$ cat config.mk
export PLATFORM = sky130hd
export DESIGN_NAME = instr_encoder
export DESIGN_NICKNAME = d
export VERILOG_FILES = /design/src/rtl/instr_encoder.sv
export SDC_FILE = /design/constraint.sdc
export NUM_CORES = 1
export LEC_CHECK = 0
export ABC_AREA = 1
export BUFFER_PORTS_ARGS = -buffer_cell sky130_fd_sc_hd__buf_2
export CAP_MARGIN = 20
export CELL_PAD_IN_SITES_DETAIL_PLACEMENT = 0
export CELL_PAD_IN_SITES_GLOBAL_PLACEMENT = 2
export CORE_MARGIN = 2
export CORE_UTILIZATION = 33
export DETAILED_ROUTE_END_ITERATION = 10
export GPL_TIMING_DRIVEN = 0
export MAX_ROUTING_LAYER = met4
export PLACE_DENSITY_LB_ADDON = 0.15
export SYNTH_ARGS = -nofsm -noshare
export SYNTH_HDL_FRONTEND = slang
export SYNTH_SLANG_ARGS = --single-unit
$ cat constraint.sdc
create_clock -name clk -period 3.5 [get_ports clk]
set_clock_uncertainty 0.1 [all_clocks]
set_input_delay 1.05 -clock clk [delete_from_list [all_inputs] [get_ports clk]]
set_output_delay 1.05 -clock clk [all_outputs]
set_load 0.03 [all_outputs]
$ cat src/rtl/instr_encoder.sv
// RV32I field packer: validates a decoded field bundle, encodes it per instruction format and
// queues the word, tagged with a running word address, in a small output FIFO.
module instr_encoder #(
    parameter int XLEN       = 32,
    parameter int ADDR_W     = 10,
    parameter int FIFO_DEPTH = 2
) (
    input  logic              clk,
    input  logic              rst_n,
    input  logic              inValid,
    output logic              inReady,
    input  logic [6:0]        opcode,
    input  logic [2:0]        f3,
    input  logic [6:0]        f7,
    input  logic [4:0]        srcRegister1,
    input  logic [4:0]        srcRegister2,
    input  logic [4:0]        desRegister,
    input  logic [XLEN-1:0]   imm,
    input  logic              loadBase,
    input  logic [ADDR_W-1:0] baseAddr,
    output logic              outValid,
    input  logic              outReady,
    output logic [XLEN-1:0]   outInstr,
    output logic [ADDR_W-1:0] outAddr,
    output logic              errValid,
    output logic [2:0]        errCode,
    output logic [7:0]        errCount
);

    localparam int PTR_W = (FIFO_DEPTH > 1) ? $clog2(FIFO_DEPTH) : 1;
    localparam logic [PTR_W:0] DEPTH_C = (PTR_W + 1)'(FIFO_DEPTH);

    localparam logic [6:0] OP_R      = 7'b0110011;
    localparam logic [6:0] OP_IMM    = 7'b0010011;
    localparam logic [6:0] OP_LOAD   = 7'b0000011;
    localparam logic [6:0] OP_JALR   = 7'b1100111;
    localparam logic [6:0] OP_SYSTEM = 7'b1110011;
    localparam logic [6:0] OP_STORE  = 7'b0100011;
    localparam logic [6:0] OP_BRANCH = 7'b1100011;
    localparam logic [6:0] OP_LUI    = 7'b0110111;
    localparam logic [6:0] OP_AUIPC  = 7'b0010111;
    localparam logic [6:0] OP_JAL    = 7'b1101111;

    localparam logic [2:0] ERR_NONE   = 3'd0;
    localparam logic [2:0] ERR_OPCODE = 3'd1;
    localparam logic [2:0] ERR_RANGE  = 3'd2;
    localparam logic [2:0] ERR_ALIGN  = 3'd3;
    localparam logic [2:0] ERR_SHAMT  = 3'd4;

    localparam logic signed [XLEN-1:0] I_MIN = XLEN'(-2048);
    localparam logic signed [XLEN-1:0] I_MAX = XLEN'(2047);
    localparam logic signed [XLEN-1:0] B_MIN = XLEN'(-4096);
    localparam logic signed [XLEN-1:0] B_MAX = XLEN'(4094);
    localparam logic signed [XLEN-1:0] J_MIN = XLEN'(-1048576);
    localparam logic signed [XLEN-1:0] J_MAX = XLEN'(1048574);

    typedef enum logic [2:0] {
        FMT_R,
        FMT_I,
        FMT_S,
        FMT_B,
        FMT_U,
        FMT_J,
        FMT_BAD
    } fmt_e;

    fmt_e                    fmt;
    logic signed [XLEN-1:0]  imm_s;
    logic                    is_shift;
    logic [XLEN-1:0]         enc_word;
    logic [2:0]              enc_err;

    logic                    accept;
    logic                    push;
    logic                    pop;
    logic [ADDR_W-1:0]       word_addr;

    logic [XLEN-1:0]         instr_mem_q [FIFO_DEPTH];
    logic [ADDR_W-1:0]       addr_mem_q  [FIFO_DEPTH];
    logic [PTR_W-1:0]        wr_ptr_q, wr_ptr_d;
    logic [PTR_W-1:0]        rd_ptr_q, rd_ptr_d;
    logic [PTR_W:0]          count_q, count_d;
    logic [ADDR_W-1:0]       addr_q, addr_d;
    logic                    err_valid_q, err_valid_d;
    logic [2:0]              err_code_q, err_code_d;
    logic [7:0]              err_count_q, err_count_d;

    assign imm_s    = $signed(imm);
    assign is_shift = (opcode == OP_IMM) && ((f3 == 3'b001) || (f3 == 3'b101));

    always_comb begin
        fmt = FMT_BAD;
        unique case (opcode)
            OP_R:                                  fmt = FMT_R;
            OP_IMM, OP_LOAD, OP_JALR, OP_SYSTEM:   fmt = FMT_I;
            OP_STORE:                              fmt = FMT_S;
            OP_BRANCH:                             fmt = FMT_B;
            OP_LUI, OP_AUIPC:                      fmt = FMT_U;
            OP_JAL:                                fmt = FMT_J;
            default:                               fmt = FMT_BAD;
        endcase
    end

    // Range is checked before alignment, so an odd out-of-range offset reports code 2.
    always_comb begin
        enc_word = '0;
        enc_err  = ERR_NONE;
        case (fmt)
            FMT_R: begin
                enc_word = {f7, srcRegister2, srcRegister1, f3, desRegister, opcode};
            end
            FMT_I: begin
                if (is_shift) begin
                    if (imm[XLEN-1:5] != '0) enc_err = ERR_SHAMT;
                    enc_word = {f7, imm[4:0], srcRegister1, f3, desRegister, opcode};
                end else begin
                    if ((imm_s < I_MIN) || (imm_s > I_MAX)) enc_err = ERR_RANGE;
                    enc_word = {imm[11:0], srcRegister1, f3, desRegister, opcode};
                end
            end
            FMT_S: begin
                if ((imm_s < I_MIN) || (imm_s > I_MAX)) enc_err = ERR_RANGE;
                enc_word = {imm[11:5], srcRegister2, srcRegister1, f3, imm[4:0], opcode};
            end
            FMT_B: begin
                if ((imm_s < B_MIN) || (imm_s > B_MAX)) enc_err = ERR_RANGE;
                else if (imm[0])                         enc_err = ERR_ALIGN;
                enc_word = {imm[12], imm[10:5], srcRegister2, srcRegister1, f3,
                            imm[4:1], imm[11], opcode};
            end
            FMT_U: begin
                if (imm[11:0] != 12'd0) enc_err = ERR_RANGE;
                enc_word = {imm[31:12], desRegister, opcode};
            end
            FMT_J: begin
                if ((imm_s < J_MIN) || (imm_s > J_MAX)) enc_err = ERR_RANGE;
                else if (imm[0])                         enc_err = ERR_ALIGN;
                enc_word = {imm[20], imm[10:1], imm[11], imm[19:12], desRegister, opcode};
            end
            default: begin
                enc_err = ERR_OPCODE;
            end
        endcase
    end

    assign outValid  = (count_q != '0);
    assign inReady   = (count_q != DEPTH_C) || outReady;
    assign accept    = inValid && inReady;
    assign push      = accept && (enc_err == ERR_NONE);
    assign pop       = outValid && outReady;
    assign word_addr = loadBase ? baseAddr : addr_q;

    always_comb begin
        wr_ptr_d    = wr_ptr_q;
        rd_ptr_d    = rd_ptr_q;
        count_d     = count_q;
        addr_d      = addr_q;
        err_valid_d = 1'b0;
        err_code_d  = err_code_q;
        err_count_d = err_count_q;

        if (push) wr_ptr_d = wr_ptr_q + PTR_W'(1);
        if (pop)  rd_ptr_d = rd_ptr_q + PTR_W'(1);
        case ({push, pop})
            2'b10:   count_d = count_q + (PTR_W + 1)'(1);
            2'b01:   count_d = count_q - (PTR_W + 1)'(1);
            default: count_d = count_q;
        endcase

        if (push)          addr_d = word_addr + ADDR_W'(1);
        else if (loadBase) addr_d = baseAddr;

        if (accept && (enc_err != ERR_NONE)) begin
            err_valid_d = 1'b1;
            err_code_d  = enc_err;
            if (err_count_q != 8'hFF) err_count_d = err_count_q + 8'd1;
        end
    end

    always_ff @(posedge clk or negedge rst_n) begin
        if (!rst_n) begin
            for (int i = 0; i < FIFO_DEPTH; i++) begin
                instr_mem_q[i] <= '0;
                addr_mem_q[i]  <= '0;
            end
            wr_ptr_q    <= '0;
            rd_ptr_q    <= '0;
            count_q     <= '0;
            addr_q      <= '0;
            err_valid_q <= 1'b0;
            err_code_q  <= ERR_NONE;
            err_count_q <= 8'd0;
        end else begin
            if (push) begin
                instr_mem_q[wr_ptr_q] <= enc_word;
                addr_mem_q[wr_ptr_q]  <= word_addr;
            end
            wr_ptr_q    <= wr_ptr_d;
            rd_ptr_q    <= rd_ptr_d;
            count_q     <= count_d;
            addr_q      <= addr_d;
            err_valid_q <= err_valid_d;
            err_code_q  <= err_code_d;
            err_count_q <= err_count_d;
        end
    end

    assign outInstr = instr_mem_q[rd_ptr_q];
    assign outAddr  = addr_mem_q[rd_ptr_q];
    assign errValid = err_valid_q;
    assign errCode  = err_code_q;
    assign errCount = err_count_q;

endmodule
### After elaboration in Yosys (flattened, before gate mapping)

Index checks and enable logic that the tools add are counted.

* output and inout bits: 56
* logic and storage cells: 97
* bits of input ports: 79
* flip-flop bits (word level): 110

* add/sub/neg operators: 6
* multiplexer cells: 27
* reductions and logical operators: 21
* eq/ne operators: 21
* magnitude comparators: 9
* bitwise operators: 2

Operators by type and width (number)
* case mux 32 bit (6 select lines): 1
* two-way mux 32 bit: 5
* bitwise mux 64 bit: 1
* two-way mux 10 bit: 6
* case mux 3 bit (6 select lines): 2
* demux 32 bit (select 1 bit): 1
* greater-than comparator 32 x 12 -> 1 bit (second input constant): 1
* greater-than comparator 32 x 13 -> 1 bit (second input constant): 1
* greater-than comparator 32 x 21 -> 1 bit (second input constant): 1
* < comparator 32 x 12 -> 1 bit (second input constant): 1
* < comparator 32 x 13 -> 1 bit (second input constant): 1
* < comparator 32 x 21 -> 1 bit (second input constant): 1
* equality test 7 bit (second input constant): 4
* nonzero test 27 bit: 1
* equality test 7 x 6 -> 1 bit (second input constant): 3
* bitwise mux 20 bit: 1
* equality test 7 x 5 -> 1 bit (second input constant): 2
* nonzero test 12 bit: 1
* adder 10 x 1 -> 10 bit (second input constant): 1
* demux 10 bit (select 1 bit): 1
* equality test 3 bit (second input constant): 3
* two-way mux 3 bit: 3
* adder 8 x 1 -> 8 bit (second input constant): 1
* two-way mux 2 bit: 4
* 23 further kinds: 39

### Longest topological paths before layout

Gate-level depths: netlist (run 1).

* word-level depth: 9
* depth in mapped cells: 23
* gate-level depth less buffers: 22

### Worst setup path after synthesis (run 1)

Ideal clock, no wire load.

* kind: input to register
* start point: in opcode[4]
* end point: reg count_q[1]
* required time: 3269 ps
* setup slack: -309 ps
* stages: 23
* library setup time: 131 ps
* data arrival time: 3578 ps
* path through: inv_1 > nand3_1 > inv_2 > nand2_1 > o21ai_2 > inv_2 > ha_1 > inv_1 > nor2_1 > nand3_2 > buf_6 > nand2_4 > inv_4 > nor2_1 > nand2_2 > nand4_2 > nor2_4 > buf_6 > nand2_2 > ha_1 > a21oi_1 > o21ai_0 > xor2_1

* cells in the longest elaborated chain, start to end: 9
* elaborated cells on any way between the ends: 28
* classes of those cells: eq/ne: 17; mux: 4; reduce/logical: 7

Ends and longest elaborated chain
* from (decl): RTL line 12 `input logic [6:0] opcode,`
* equality test 7 x 5 -> 1 bit, or another cell as far along: RTL line 89, 93
* OR reduction 4 bit or OR reduction 2 bit (tied branches): RTL line 93 `unique case (opcode)`
* case mux 3 bit (6 select lines): RTL line 93
* equality test 3 bit, or another cell as far along: RTL line 108 `case (fmt)`
* case mux 3 bit (6 select lines) *: RTL line 108
* logical NOT 3 bit *: RTL line 149 `assign push = accept && (enc_err == ERR_NONE);`
* logical AND 1 bit *: RTL line 149
* equality test 2 x 1 -> 1 bit or equality test 2 bit (tied branches): RTL line 164 `case ({push, pop})`
* case mux 2 bit (2 select lines) or nonzero test 2 bit (tied branches)
* to (signal assigned): RTL line 200 `count_q <= count_d;`
* to (decl): RTL line 82 `logic [PTR_W:0] count_q, count_d;`

Mark *: on every way between the ends. The rest lies on a longest branch, timed or not.
A chain may end at the register's enable or synchronous reset.

### Worst setup path in the final report (run 1)

* start point: reg rd_ptr_q
* end point: out outInstr[22]

* cells in the longest elaborated chain, start to end: 4

Ends and longest elaborated chain
* from (decl): RTL line 81 `logic [PTR_W-1:0] rd_ptr_q, rd_ptr_d;`
* from (signal assigned): RTL line 199 `rd_ptr_q <= rd_ptr_d;`
* NOT 1 -> 2 bit (not written as such): RTL line 208 `assign outInstr = instr_mem_q[rd_ptr_q];`
* two-way mux 32 bit (not written as such) (3 in series): RTL line 208
* to (decl): RTL line 23 `output logic [XLEN-1:0] outInstr,`

Every way passes these cells. The select of a mux whose other input is x is not followed.

==> results of run 1 <==
-- critical path: stages (launching register included) --
cell and delay (ns):
dfrtp_1 0.33, clkbuf_1 0.34, clkinv_1 0.39, clkbuf_1 0.36, nand2_1 0.14, nand2_1 0.10
buf_2 0.20
-- through the flow --
stage / utilization, % / setup TNS, ns / cells / instance area, um^2 / power, W
after floorplan: - / 0 / 1068 / 7180 / 0.00264
after global placement: 39.0 / -57.84 / 1476 / 8190 / 0.00321
after detailed placement: 39.1 / -27.53 / 1477 / 8220 / 0.00322
after CTS: 40.6 / 0 / 1497 / 8540 / 0.00423
after global routing: 41.5 / 0 / 1514 / 8730 / 0.00448
final: 41.5 / 0 / 1514 / 8730 / 0.00420
-- Yosys cell counts (all sizes together) --
master,n,area [um^2]
ha,4,50.1
o21ai,29,149
nand3,35,210
a2bb2oi,1,8.76
mux2i,1,10.0
nor2,79,307
clkbuf,33,124
dfrtp,110,2750
a211oi,1,7.51
xnor2,5,43.8
nor3,13,65.1
clkinv,2,7.51
nand2,503,1900
buf,22,155
mux2,3,33.8
a21boi,1,7.51
nand4,101,638
xor2,12,105
o22ai,1,6.26
nand3b,1,20.0
nor4,6,37.5
inv,94,355
a21oi,11,55.1
-- power by group through the flow --
| stage | clock [W] | sequential [W] | combinational [W] |
|---|---|---|---|
| floorplan | 0 | 0.00163 | 0.00101 |
| global placement | 0 | 0.00159 | 0.00162 |
| detailed placement | 0 | 0.00159 | 0.00163 |
| CTS | 0.00103 | 0.00156 | 0.00164 |
| global route | 0.00108 | 0.00159 | 0.00182 |
| finish | 0.00100 | 0.00156 | 0.00164 |
-- final timing paths --
kind | from | endpoint | slack (ns)
worst max-delay path | rd_ptr_q$_DFFE_PN0P_ | outInstr[22] | 0.13
worst min-delay path | instr_mem_q[52]$_DFFE_PN0P_ | instr_mem_q[52]$_DFFE_PN0P_ | 0.37
worst max register to register | count_q[1]$_DFFE_PN0P_ | instr_mem_q[7]$_DFFE_PN0P_ | 1.12
max in group asynchronous | rst_n | instr_mem_q[44]$_DFFE_PN0P_ | 2.08
worst min register to register | instr_mem_q[52]$_DFFE_PN0P_ | instr_mem_q[52]$_DFFE_PN0P_ | 0.37
min in group asynchronous | rst_n | instr_mem_q[17]$_DFFE_PN0P_ | 0.52
-- cell families after synthesis --
| family | count (synthesis) | share of synthesized area [%] |
|---|---|---|
| compound gates | 44 | 3.32 |
| xor+xnor | 17 | 2.11 |
| fa+ha+maj | 4 | 0.710 |
| buf+inv | 151 | 9.10 |
| flops | 110 | 39.0 |
| mux | 4 | 0.621 |
| simple gates | 738 | 45.1 |
-- layer usage --
| metal | vias up | GRT usage, % |
|---|---|---|
| met2 | 160 | 34.2 |
| met3 | 23 | 2.15 |
| met5 | - | - |
| met1 | 3315 | 32.2 |
| li1 | 3752 | - |
| met4 | 0 | 6.18 |
-- area by class of cell --
class | instances | area (um^2)
well taps | 275 | 344
clock buffers | 9 | 225
fillers | 2331 | 12300
inverters | 96 | 375
multi-input cells | 807 | 3830
flip-flops and latches | 110 | 2750
plain buffers | 55 | 292
repair buffers | 155 | 860
clock inverters | 7 | 55.1
-- sequential cells by signal, indices dropped and copies added, names as in the netlist, 2 cells and up --
signal / cells
addr_mem_q: 20
instr_mem_q: 64
addr_q: 10
count_q: 2
errCount: 8
errCode: 3
-- what timing repair did --
action,in CTS,in global routing
endpoints found under the setup margin,2,104
gates resized for setup,3,15
hold endpoints to repair,0,0
pin swaps,4,8
buffers inserted,4,17
==> results_dict.tcl, run 1 <==
set metrics [dict create \
    routed_wl_um 24000 \
    grt_max_degree 70 \
    ff2ff_path_depth 9 \
    finalNetCount 1317 \
    synth.net_count 1151 \
    hpwl_um 18500 \
    cts_buffer_depth 2 \
    drive_gt1_share_pct 19.7 \
    grt_pass1_vias 7020 \
    syn_area_um2 7050 \
    crit_path_start_kind "flop" \
    sequentialPowerShare_pct 37.2 \
    synth_cell_type_count 36 \
    setup_ws_ns 0.133 \
    grt_usage_pct 22.5 \
    leakagePower_nw 4.91 \
    max_freq_ghz 0.297 \
    hold_violations 0 \
    path_max_fanout 10 \
    rsz0062_at_grt "no" \
    htreeDepth 3 \
    syn_area_per_cell_um2 6.60 \
    holdWs_ns 0.372 \
    die_area_um2 22600 \
    relSlewSlack_pct 53.7 \
    wl_met2_um 11000 \
    cp.arrival_ns 2.22 \
    clock_sinks 110 \
    gp_congestion 0.897 \
    syn_inst 1068 \
    slew_violations 0 \
    period_needed_ns 3.37 \
    clkPwrFrac_pct 23.9 \
    start_util_pct 33.5 \
    clkTransAtPathRegs_ns 0.08 \
    wl_per_cell_um 15.9 \
    vias_per_cell 4.79 \
    grt_pass1_wl_um 38100 \
    ys_warn_count 0 \
    insertion_delay_ns 0.36 \
    cp.required_ns 2.35 \
    routed.top_layer "met4" \
    grt-ovfl-total 0 \
    comb_power_share_pct 38.9 \
    rows 53 \
    switchingPower_w 0.00182 \
    dp_worst_setup_slack_ns -0.637 \
    post-route-drc-count 0 \
    p_sw_share_pct 43.4 \
    worst_pin_slew_ns 0.695 \
    n_antenna_cell 0 \
    criticalPathCategory "reg2out" \
    layout-area-overhead-vs-synth_pct 23.8 \
    p_int_w 0.00238 \
    hp-class "reg2reg" \
    die_width_um 150 \
    finalSetupViolations 0 \
    mostFrequentLayoutCell "nand2_1" \
    dr.first_iter.drc_count 329 \
    met1_length_um 11900 \
    synth_seq_cells 110 \
    numCtsBuffers 9 \
    first_pass_iters 5 \
    endpoint_kind "output pin" \
    hold_depth 2 \
    yosysSeqAreaShare_pct 39.0 \
    antenna_found_initial 0 \
    num_io_pins 135 \
    cap_violations 0 \
    final_antenna_net_count 0 \
    powerDensity_nw_per_um2 482 \
    cts_tree "built" \
    mostFrequentLayoutCells "nand2_1, buf_2, dfrtp_1" \
    vdd_drop_max_v 0.000216 \
    vias 7250 \
    core_area_um2 21000 \
    min_period_over_period_pct 96.2 \
    status "finished clean" \
    cts-root-buf "clkbuf_16" \
    wl_met3_um 743 \
    port_buffers 133 \
    postCtsHoldBufs 0 \
    fp.dieH_um 150 \
]
Note: power is estimated with default switching activity, not from simulation.
==> run 2, diff against run 1 <==
--- a/config.mk
+++ b/config.mk
@@ -5,13 +5,13 @@
 export SDC_FILE = /design/constraint.sdc
 export NUM_CORES = 1
 export LEC_CHECK = 0
-export ABC_AREA = 1
 export BUFFER_PORTS_ARGS = -buffer_cell sky130_fd_sc_hd__buf_2
 export CAP_MARGIN = 20
 export CELL_PAD_IN_SITES_DETAIL_PLACEMENT = 0
 export CELL_PAD_IN_SITES_GLOBAL_PLACEMENT = 2
+export CORE_ASPECT_RATIO = 1.4
 export CORE_MARGIN = 2
-export CORE_UTILIZATION = 33
+export CORE_UTILIZATION = 36
 export DETAILED_ROUTE_END_ITERATION = 10
 export GPL_TIMING_DRIVEN = 0
 export MAX_ROUTING_LAYER = met4
==> results_dict.tcl, run 2 <==
set metrics [dict create \
    hold_end "instr_mem_q[14]$_DFFE_PN0P_" \
    synth_top_area_cell "dfrtp_1" \
    numCtsBuffers 9 \
    mostFrequentLayoutCell "buf_2" \
    core_area_um2 16200 \
    start_util_pct 36.7 \
    worst_pin_slew_ns 0.673 \
    max_freq_ghz 0.294 \
    fin_tns_setup_ns 0 \
    synth.top_cell.area_share_pct 46.3 \
    fin_area_um2 7530 \
    placed_area_um2 6950 \
    postCtsHoldBufs 0 \
    cap_violations 0 \
    path_max_fanout 7 \
    synthTopCellsByCount "nand2_1, dfrtp_1, mux2_2" \
    antenna_found_initial 0 \
    grt-ovfl-total 0 \
    largest_reg_flops 64 \
    num_io_pins 135 \
    criticalPathCategory "in2reg" \
    port_buffers 131 \
    rrSetupSlack_ns 1.19 \
    hold_violations 0 \
    status "finished clean" \
    grt_usage_pct 22.4 \
    use_met2_pct 37.3 \
    grt_max_degree 61 \
    ys_warn_count 0 \
    yosysMostFrequentCell "nand2_1" \
    vdd_drop_max_v 0.000322 \
    async_reset_ff_share_pct 100 \
    drive_gt1_share_pct 38.4 \
    die_width_um 113 \
    synth.net_count 687 \
    syn_area_per_cell_um2 9.83 \
    post-route-drc-count 0 \
    period_needed_ns 3.40 \
    crit_path_start_kind "input pin" \
    holdWs_ns 0.375 \
    synth_seq_cells 110 \
    syn_area_um2 5940 \
    dr.first_iter.drc_count 197 \
    powerDensity_nw_per_um2 510 \
    first_pass_iters 4 \
    grt_pass1_vias 5387 \
    clock_sinks 110 \
    htreeDepth 3 \
    synth-main-ff-cell "dfrtp_1" \
    rows 55 \
    synth_area_leaders "dfrtp_1, mux2_2, nand2_1, o21ai_0, xnor2_1" \
    regToRegEndpoint "addr_mem_q[18]$_DFFE_PN0P_" \
    clkTransAtPathRegs_ns 0.08 \
    gp_congestion 0.889 \
    leakagePower_nw 3.58 \
    wl_per_cell_um 19.3 \
    hold_depth 2 \
    ff2ff_path_depth 6 \
    hpwl_um 14400 \
    vias 5231 \
    crit_start "opcode[6]" \
    p_total_w 0.00384 \
    relSlewSlack_pct 53.8 \
    top_usage_layer "met2" \
    slew_violations 0 \
    grt_pass1_wl_um 29600 \
    hp-class "reg2reg" \
    layout-area-overhead-vs-synth_pct 26.8 \
    vias_per_cell 5.36 \
    endpoint_kind "flop" \
    largest-register "instr_mem_q" \
    finalNetCount 855 \
    use_met3_pct 3.15 \
    fp.dieH_um 156 \
    finalSetupViolations 0 \
    rsz0062_at_grt "no" \
    mostFrequentLayoutCells "buf_2, nand2_1, dfrtp_1" \
    syn_inst 604 \
    synth_cell_type_count 62 \
    top_regs "instr_mem_q x64, addr_mem_q x20, addr_q x10" \
    cts_buffer_depth 2 \
    insertion_delay_ns 0.36 \
    final_antenna_net_count 0 \
    n_antenna_cell 0 \
    rr_startpoint "count_q[0]$_DFFE_PN0P_" \
    min_period_over_period_pct 97.2 \
    hold_path_startpoint "instr_mem_q[14]$_DFFE_PN0P_" \
    cp.arrival_ns 3.54 \
    cts-root-buf "clkbuf_16" \
    cp.required_ns 3.64 \
    die_area_um2 17600 \
    met1_usage_pct 27.8 \
    yosysSeqAreaShare_pct 46.3 \
    cts_tree "built" \
    synth_edf_count 0 \
    routed_wl_um 18800 \
]
## run 2: cell types whose count changed in the layout (fill, tap and decap cells not counted), moves of 9 or more
cell | previous run | this run
buf_4 | 23 | 34
mux2_2 | 3 | 67
inv_1 | 80 | 10
nor2_1 | 68 | 26
o21ai_1 | 10 | 20
nand4_1 | 100 | 14
nand3_1 | 26 | 4
a22oi_1 | 0 | 16
clkbuf_1 | 33 | 5
buf_2 | 144 | 130
o21ai_0 | 18 | 35
nand2_1 | 494 | 118
inv_2 | 10 | 1
xnor2_1 | 5 | 16
## run 2: power by group
| group | switching (W) | total, W | leakage [nW] | internal [W] |
|---|---|---|---|---|
| Combinational | 0.000777 | 0.00128 | 1.98 | 0.000503 |
| Sequential | 0.000120 | 0.00158 | 1.46 | 0.00146 |
| Clock | 0.000490 | 0.000978 | 0.133 | 0.000488 |
## run 2: worst max-delay path by stage
stage / end / slack (ns) / cells past startpoint
after global routing: errCount[1]$_DFFE_PN0P_ / 0.005 / 14
after CTS: errCount[1]$_DFFE_PN0P_ / 0.02 / 15
after detailed placement: instr_mem_q[31]$_DFFE_PN0P_ / -0.78 / 11
after global placement: instr_mem_q[31]$_DFFE_PN0P_ / -0.79 / 11
final: instr_mem_q[31]$_DFFE_PN0P_ / 0.1 / 11
after floorplan: errCount[1]$_DFFE_PN0P_ / -0.1 / 12
## run 2: critical path, cell delays in order
cell and delay [ns]:
buf_6 0.10, buf_6 0.12, nor3b_2 0.16, o2111a_2 0.29, inv_4 0.05, ha_4 0.18, o32ai_2 0.42, nor3_1 0.13
a21o_1 0.30, a221o_1 0.45, mux2_1 0.31
## run 2: timing repair
item                                    in CTS  in global routing
resized for setup                           11                 25
setup buffers                               16                  9
pin swaps                                    7                  9
endpoints found under the setup margin      99                106
## run 2: routing by layer
metal / share of wire (%) / wire, um
met2: 50 / 9510
met5: 0 / 0
met1: 43 / 8050
met4: 2.9 / 554
met3: 3.8 / 715
## run 2: stage by stage
step                      setup WS (ns)  utilization (%)  std cells
final                            0.0988             46.6        976
after detailed placement         -0.777             43.0        935
after floorplan                 -0.0984                -        604
after CTS                        0.0190             45.7        967
after global placement           -0.788             42.8        934
after global routing            0.00484             46.6        976
## run 2: cell families (layout without fill, tap and decap cells)
group	after synthesis	after routing	share of synthesized area, %
AND/OR/NAND/NOR	226	226	18.5
AO/OA/AOI/OAI	124	124	13.6
flip-flops	110	110	46.3
multiplexers	75	75	14.1
buffers and inverters	43	216	3.35
XOR/XNOR	22	22	3.24
adder cells (fa/ha/maj)	4	4	0.843
## run 2: cell type report
class	count	area (um^2)
Buffer	31	223
Inverter	12	47.5
Tap cell	199	249
Timing Repair Buffer	157	896
Clock inverter	6	43.8
Fill cell	1629	8640
Sequential cell	110	2750
Clock buffer	10	229
Multi-Input combinational cell	451	3090
==> run 3, diff against run 2 <==
--- a/config.mk
+++ b/config.mk
@@ -13,7 +13,6 @@
 export CORE_MARGIN = 2
 export CORE_UTILIZATION = 36
 export DETAILED_ROUTE_END_ITERATION = 10
-export GPL_TIMING_DRIVEN = 0
 export MAX_ROUTING_LAYER = met4
 export PLACE_DENSITY_LB_ADDON = 0.15
 export SYNTH_ARGS = -nofsm -noshare
==> constraint.sdc (replaced) <==
create_clock -name clk -period 4.25 [get_ports clk]
set_clock_uncertainty 0.1 [all_clocks]
set_input_delay 1.275 -clock clk [delete_from_list [all_inputs] [get_ports clk]]
set_output_delay 1.275 -clock clk [all_outputs]
set_load 0.03 [all_outputs]
==> results_dict.tcl, run 3 (synthesized netlist as in run 2, its figures left out) <==
set metrics [dict create \
    vias 5058 \
    hpwl_um 13800 \
    powerDensity_nw_per_um2 450 \
    crit_start "opcode[6]" \
    first_pass_iters 4 \
    insertion_delay_ns 0.35 \
    p_sw_share_pct 34.2 \
    cts-root-buf "clkbuf_16" \
    max_stage_delay_ns 0.37 \
    cts.repair.resized 0 \
    max_freq_ghz 0.251 \
    relSlewSlack_pct 46.7 \
    postCtsHoldBufs 0 \
    n_antenna_cell 0 \
    core_area_um2 16200 \
    die_width_um 113 \
    hp-class "reg2reg" \
    grt_pass1_wl_um 29000 \
    start_util_pct 36.7 \
    crit_family "compound AO/OA/AOI/OAI gates" \
    comb_power_share_pct 28.7 \
    mostFrequentLayoutCell "buf_2" \
    switchingPower_w 0.00114 \
    hold_violations 0 \
    p_int_w 0.00218 \
    hold_path_startpoint "instr_mem_q[8]$_DFFE_PN0P_" \
    grt_pass1_vias 5313 \
    fillCellCount 1639 \
    status "finished clean" \
    numCtsBuffers 9 \
    largest_reg_flops 64 \
    cp.required_ns 4.39 \
    fp.dieH_um 156 \
    vias_per_cell 5.31 \
    grt_usage_pct 21.6 \
    drive_gt1_share_pct 35.5 \
    rr_startpoint "count_q[0]$_DFFE_PN0P_" \
    layout-area-overhead-vs-synth_pct 24.1 \
    slowest_stage "mux2_2" \
    cts_tree "built" \
    clock_sinks 110 \
    grt_max_degree 86 \
    fin_tns_setup_ns 0 \
    routed_wl_um 17900 \
    criticalPathCategory "in2reg" \
    cp.arrival_ns 4.12 \
    regArea_um2 2750 \
    sequentialPowerShare_pct 41.3 \
    holdWs_ns 0.375 \
    rsz0062_at_grt "no" \
    wl_per_cell_um 18.8 \
    clkPwrFrac_pct 30.0 \
    cts_buffer_depth 2 \
    gp_congestion 0.927 \
    port_buffers 134 \
    final_util_pct 45.6 \
    num_io_pins 135 \
    period_needed_ns 3.98 \
    grt-ovfl-total 0 \
    rows 55 \
    top_regs "instr_mem_q x64, addr_mem_q x20, addr_q x10" \
    worst_pin_slew_ns 0.799 \
    crit_buf_inv 4 \
    largest-register "instr_mem_q" \
    finalSetupViolations 0 \
    antenna_found_initial 0 \
    min_period_over_period_pct 93.6 \
    dr.first_iter.drc_count 236 \
    crit_path_start_kind "input pin" \
    path_cells "buf_2 -> nor3b_1 -> o2111a_1 -> inv_2 -> ha_1 -> nor3_1 -> nand2_1 -> o32a_1 -> a211oi_2 -> nor3_2 -> buf_12 -> nand3b_1 -> buf_4 -> mux2_2" \
    path_max_fanout 17 \
    post-route-drc-count 0 \
    htreeDepth 3 \
    cap_violations 0 \
    leakagePower_nw 3.52 \
    vdd_drop_max_v 0.000400 \
    multi_input_comb_area_um2 2990 \
    mostFrequentLayoutCells "buf_2, nand2_1, dfrtp_1" \
    finalNetCount 832 \
    post_cts_buffers 0 \
    clkTransAtPathRegs_ns 0.08 \
    final_antenna_net_count 0 \
    slew_violations 0 \
    die_area_um2 17600 \
    endpoint_kind "flop" \
]
run 3: final timing paths:
| path | to | slack, ns | cells after the start |
|---|---|---|---|
| max | instr_mem_q[44]$_DFFE_PN0P_ | 0.27 | 14 |
| min | instr_mem_q[8]$_DFFE_PN0P_ | 0.38 | 2 |
| max reg2reg | instr_mem_q[44]$_DFFE_PN0P_ | 1.89 | 6 |
| min reg2reg | instr_mem_q[8]$_DFFE_PN0P_ | 0.38 | 2 |
| max in group asynchronous | addr_mem_q[7]$_DFFE_PN0P_ | 2.45 | 3 |
| min in group asynchronous | instr_mem_q[5]$_DFFE_PN0P_ | 0.68 | 1 |
run 3: power by group through the flow:
stage | clock network (W) | logic, W | registers, W
finish | 0.000995 | 0.000952 | 0.00137
global route | 0.00106 | 0.00104 | 0.00140
CTS | 0.00102 | 0.000962 | 0.00138
detailed placement | 0 | 0.000958 | 0.00139
global placement | 0 | 0.000943 | 0.00139
floorplan | 0 | 0.000648 | 0.00136
run 3: final cells by class:
| class | count | share of cell area, % |
|---|---|---|
| Multi-Input combinational cell | 451 | 40.6 |
| Clock inverter | 7 | 1.75 |
| Timing Repair Buffer | 165 | 13.2 |
| Sequential cell | 110 | 37.4 |
| Inverter | 12 | 0.611 |
| Clock buffer | 9 | 3.06 |
| Tap cell | 199 | 3.38 |
run 3: worst reg2reg max path, stage by stage, from the launching register on:
cell and delay (ns):
dfrtp_1 0.43, or3b_2 0.49, nand2_1 0.30, nor2_4 0.15, nand3b_1 0.13, buf_4 0.28
mux2_2 0.38
run 3: routing by layer:
layer,global-route usage [%],up-vias,part of all wire [%]
li1,-,2448,-
met1,27.2,2470,44
met2,36.2,114,51
met3,2.80,26,2.9
met4,7.08,0,2.6
met5,-,-,0
run 3: through the flow:
| stage | instance area, um^2 | power [W] | setup WS, ns | std cells |
|---|---|---|---|---|
| 3_3_place_gp | 6990 | 0.00233 | 0.104 | 936 |
| 2_1_floorplan | 5940 | 0.00201 | 0.272 | 604 |
| 4_1_cts | 7340 | 0.00335 | 0.371 | 952 |
| 6_report | 7370 | 0.00332 | 0.273 | 953 |
| 5_1_grt | 7370 | 0.00350 | 0.121 | 953 |
| 3_5_place_dp | 6990 | 0.00235 | -0.0130 | 936 |
